<file path="src/rtl/onehot_encoder_seq.sv">
// Sequential N_IN-to-W_OUT request encoder with a pending register and valid/ready output stage.
// Define ROUND_ROBIN_EN for rotating priority; the default build uses fixed highest-index priority.
module onehot_encoder_seq #(
  parameter int unsigned N_IN  = 8,
  parameter int unsigned W_OUT = 3
) (
  input  logic             clk,
  input  logic             rst_n,
  input  logic [N_IN-1:0]  req_i,
  output logic [W_OUT-1:0] code_o,
  output logic             valid_o,
  input  logic             ready_i,
  output logic             dup_o,
  output logic             idle_o
);

  if (W_OUT != $clog2(N_IN)) begin : g_width_check
    $error("onehot_encoder_seq: W_OUT must equal clog2(N_IN)");
  end

  typedef enum logic {
    EMPTY = 1'b0,
    FULL  = 1'b1
  } state_e;

  state_e             state_q, state_d;
  logic [W_OUT-1:0]   code_q, code_d;
  logic               dup_q, dup_d;
  logic [N_IN-1:0]    pend_q, pend_d;

  logic [N_IN-1:0]    cand;
  logic [N_IN-1:0]    sel_mask;
  logic [W_OUT-1:0]   sel;
  logic [W_OUT-1:0]   scan_idx;
  logic               load;

`ifdef ROUND_ROBIN_EN
  logic [W_OUT-1:0]   rr_last_q, rr_last_d;
  int unsigned        rr_idx;
  logic               found;
`endif

  assign cand = pend_q | req_i;
  assign load = (state_q == EMPTY) | ready_i;

  // Arbitration over cand; only meaningful when cand != 0.
  always_comb begin
    sel      = '0;
    scan_idx = '0;
`ifdef ROUND_ROBIN_EN
    rr_idx = 0;
    found  = 1'b0;
    for (int unsigned i = 0; i < N_IN; i++) begin
      rr_idx   = (32'(rr_last_q) + 32'd1 + i) % N_IN;
      scan_idx = W_OUT'(rr_idx);
      if (!found && cand[scan_idx]) begin
        sel   = scan_idx;
        found = 1'b1;
      end
    end
`else
    // Ascending scan; the last hit is the highest set index.
    for (int unsigned i = 0; i < N_IN; i++) begin
      scan_idx = W_OUT'(i);
      if (cand[scan_idx]) sel = scan_idx;
    end
`endif
    sel_mask      = '0;
    sel_mask[sel] = 1'b1;
  end

  // Next-state and datapath.
  always_comb begin
    state_d = state_q;
    code_d  = code_q;
    pend_d  = pend_q;
    dup_d   = |(req_i & pend_q);
`ifdef ROUND_ROBIN_EN
    rr_last_d = rr_last_q;
`endif
    if (load) begin
      if (cand != '0) begin
        state_d = FULL;
        code_d  = sel;
        pend_d  = cand & ~sel_mask;
`ifdef ROUND_ROBIN_EN
        rr_last_d = sel;
`endif
      end else begin
        state_d = EMPTY;
        pend_d  = '0;
      end
    end else begin
      pend_d = cand;
    end
  end

  always_ff @(posedge clk) begin
    if (!rst_n) begin
      state_q <= EMPTY;
      code_q  <= '0;
      dup_q   <= 1'b0;
      pend_q  <= '0;
`ifdef ROUND_ROBIN_EN
      rr_last_q <= W_OUT'(N_IN - 1);
`endif
    end else begin
      state_q <= state_d;
      code_q  <= code_d;
      dup_q   <= dup_d;
      pend_q  <= pend_d;
`ifdef ROUND_ROBIN_EN
      rr_last_q <= rr_last_d;
`endif
    end
  end

  always_comb begin
    valid_o = (state_q == FULL);
    code_o  = code_q;
    dup_o   = dup_q;
    idle_o  = (state_q == EMPTY) && (pend_q == '0);
  end

endmodule
</file>
<file path="config.mk">
export PLATFORM = sky130hd
export DESIGN_NAME = onehot_encoder_seq
export DESIGN_NICKNAME = d
export VERILOG_FILES = /design/src/rtl/onehot_encoder_seq.sv
export SDC_FILE = /design/constraint.sdc
export NUM_CORES = 1
export LEC_CHECK = 0
export BUFFER_PORTS_ARGS = -buffer_cell sky130_fd_sc_hd__buf_2
export CORE_MARGIN = 2
export CORE_UTILIZATION = 40
export DETAILED_ROUTE_END_ITERATION = 16
export PLACE_DENSITY = 0.62
export SYNTH_ARGS = -nofsm -noshare
export SYNTH_HDL_FRONTEND = slang
export SYNTH_SLANG_ARGS = --single-unit
</file>
<file path="constraint.sdc">
create_clock -name clk -period 2.2 [get_ports clk]
set_input_delay 0.11 -clock clk [delete_from_list [all_inputs] [get_ports clk]]
set_output_delay 0.11 -clock clk [all_outputs]
set_load 0.02 [all_outputs]
</file>
==> metrics <==
outcome=finished, final reports clean; Hold Buf Count CTS=0; pin count of the biggest net entering global routing=13; TritonCTS clock tree=done; delay-heaviest family, CP=compound AO/OA/AOI/OAI gates; Area contributors post-synth=dfxtp_1 45%, a211oi_1 9.1%, nor2_1 7.2%, a22oi_1 5.2%, or4_4 3.9%; Pint=359 uW; final setup skew=0.0100 ns; syn nets=76; # diodes=0; Layout Nets=95; RD Place Congestion=0.863; Layout Area Growth over Synthesis=20.4%; Leakage=between 0.0002 and 0.0003 uW; H-tree depth=1; Final period util=between 70% and 80%; postcts setup bufs=0; Synth area leader=dfxtp_1; die area=1760 sq um; xor and xnor fraction of the mapped netlist area=0%; mux share of post-synthesis cell area=0%; WL met1=626 microns; Yosys top cell area share=45.2%; clock root buffer=clkbuf_4; Fin Hold WS=0.0827 ns; met3 wire len=~130 microns; CTS sink cnt=13; post-detail-place hpwl=around 1.1 mm; PD cells=between 700 and 800 nW/um^2; Slowest-stage cell, CP=or4_4; Post-Synth Simple-Gate Area=a little over a fifth; share of post-route cells with drive strength above 1=a little over a quarter; Slew headroom=68.2%; logic gate share of total power=17.4%; Max Clk Rate=between 0.5 and 0.6 GHz; startpoint types=flip-flop; core area=roughly 1300 sq um; Seq pwr share=53.2%; mapped cell area=~580 sq um; first-pass GRT wire length=2.28 mm; Met2 Wirelength=approximately 660 microns; Clock Power Share=29.5%; crit-path cells=or4_4 > o41a_1 > a211oi_1; sequential share of the synthesized area=45.2%; Peak supply drop=505 uV; I/O Buffers=16; largest family of logic cells by synthesized area=compound AO/OA/AOI/OAI gates; Die W=about 42 microns; Avg WL per Cell=14.5 microns; placed cell areas=667 sq um; CP arrival=1.92 ns; Synth Area in Compound Gates=31.1%; initial antenna violation count=0; Post-Synth Adder-Cell Area=0%; row count=13; Crit path required time=2.40 ns; I/O pins=17; worst min path class=in2reg; post-CTS sizing=0; sw frac=between 20 and 30%; DRC=0; remaining antenna violation count=0; Syn Area/Cell=slightly below 9 sq um; initial DRC count=17; Total GRT Usage=17.5%; crit path max fanout=5; fin. max-slew vios=0; max incr delay on CP=0.56 ns; Skew-Pair Late Insertion Delay=0.28 ns; reg2reg setup slack=0.48 ns; Buf+Inv Stages, Crit Path=0; vias post-DR=590; Num CTS Buffers=3; Cell variety after synth=20; fillers=134; post-route minimum period=around 1.7 ns; setup TNS=0 ns; vias in the first global route=around 530; RSZ-0062 raised after global routing=false; maximum root-to-sink buffer count=2; Worst Setup End Kind=flip-flop; drt via density=6.02; Critical Setup Path Class=reg2reg; Worst Tran Pin Value=0.472 ns; top layer in use=met4; drt total wl=1.42 mm; MaxCap Viol Count=0; GRT Residual Overflow=0; Synth Register Bits=13; final setup violation count=0; Final Hold Vio Count=0; initial core utilization=43.7%; synthesis warning total=0; Finished Cell Area=approximately 690 sq um; switching power=between 100 and 150 uW; Reg clk slew, reported paths=about 0.080 ns; Die H=41.9 microns; First-pass DRT Iterations=4; Synth Instances=65
## per-stage QoR
stage / util [%] / setup slack [ns] / total power [uW] / instances
finish: 52.6 / 0.475 / 504 / 98
detailed placement: 50.6 / 0.484 / 360 / 94
floorplan: - / 0.597 / 327 / 65
CTS: 52.6 / 0.465 / 509 / 98
global placement: 50.6 / 0.516 / 360 / 94
global route: 52.6 / 0.364 / 530 / 98
## flip-flops by register name, summed over array words and instances (netlist names)
name     flops
pend_q       8
dup_o        1
valid_o      1
code_o       3
## cell usage after synthesis
master	count
a22oi_1	4
a41oi_1	1
inv_1	1
o21ai_0	3
nor4_1	3
or4_4	2
nor2_1	11
a31oi_1	3
nand2b_1	1
a31o_2	1
a211oi_1	7
o31ai_1	2
nand2_1	3
dfxtp_1	13
nor3_1	2
or4_1	2
a311oi_1	1
clkbuf_1	2
o41a_1	1
a21oi_1	2
## cells by family (layout without fill, tap and decap cells)
group | after synthesis | after routing
AOI/OAI and AO/OA | 25 | 25
buffers and inverters | 3 | 21
DFF | 13 | 13
and+or+nand+nor | 24 | 24
## final cells by class
cell class,count,area (sq um),area share [%]
flip-flops and latches,13,260,37.5
repair buffers,16,80.1,11.6
multi-input cells,49,304,43.9
inverters,1,3.75,0.542
clock buffers,4,26.3,3.79
well taps,15,18.8,2.71
## worst paths after layout
check             startpoint   endpoint  cells after the start
hold reg to reg    code_o[2]  code_o[2]                      2
hold / removal         rst_n  pend_q[2]                      3
setup / recovery   pend_q[2]  code_o[1]                      3
setup reg to reg   pend_q[2]  code_o[1]                      3
## worst register-to-register path: stages, from the launching register on
cell      delay [ns]
dfxtp_1         0.36
or4_4           0.56
o41a_1          0.50
a211oi_1        0.23
## cell usage in the layout (no fill, tap or decap)
cell / netlist / layout
a31o_2: 1 / 1
a211oi_1: 7 / 7
buf_2: 0 / 16
a21oi_1: 2 / 2
nor4_1: 3 / 3
o21ai_0: 3 / 3
dfxtp_1: 13 / 13
or4_1: 2 / 2
nor3_1: 2 / 2
o41a_1: 1 / 1
nand2b_1: 1 / 1
clkbuf_4: 0 / 3
or4_4: 2 / 2
a31oi_1: 3 / 3
a41oi_1: 1 / 1
inv_1: 1 / 1
o31ai_1: 2 / 2
a311oi_1: 1 / 1
nor2_1: 11 / 11
clkbuf_1: 2 / 1
nand2_1: 3 / 3
a22oi_1: 4 / 4
## per-layer routing
layer,GRT usage [%],vias to the layer above
met5,0,-
met4,3.87,0
met3,9.13,2
met2,27.8,24
met1,20.8,270
li1,-,294
## power groups by stage
stage	clock [uW]	sequential (uW)	combinational (uW)
after floorplan	0	280	47.3
after global placement	0	273	87.0
after detailed placement	0	273	87.3
after CTS	154	268	87.7
after global routing	164	269	96.5
final	149	268	87.6
No activity file was read; power rests on OpenSTA's default activity.
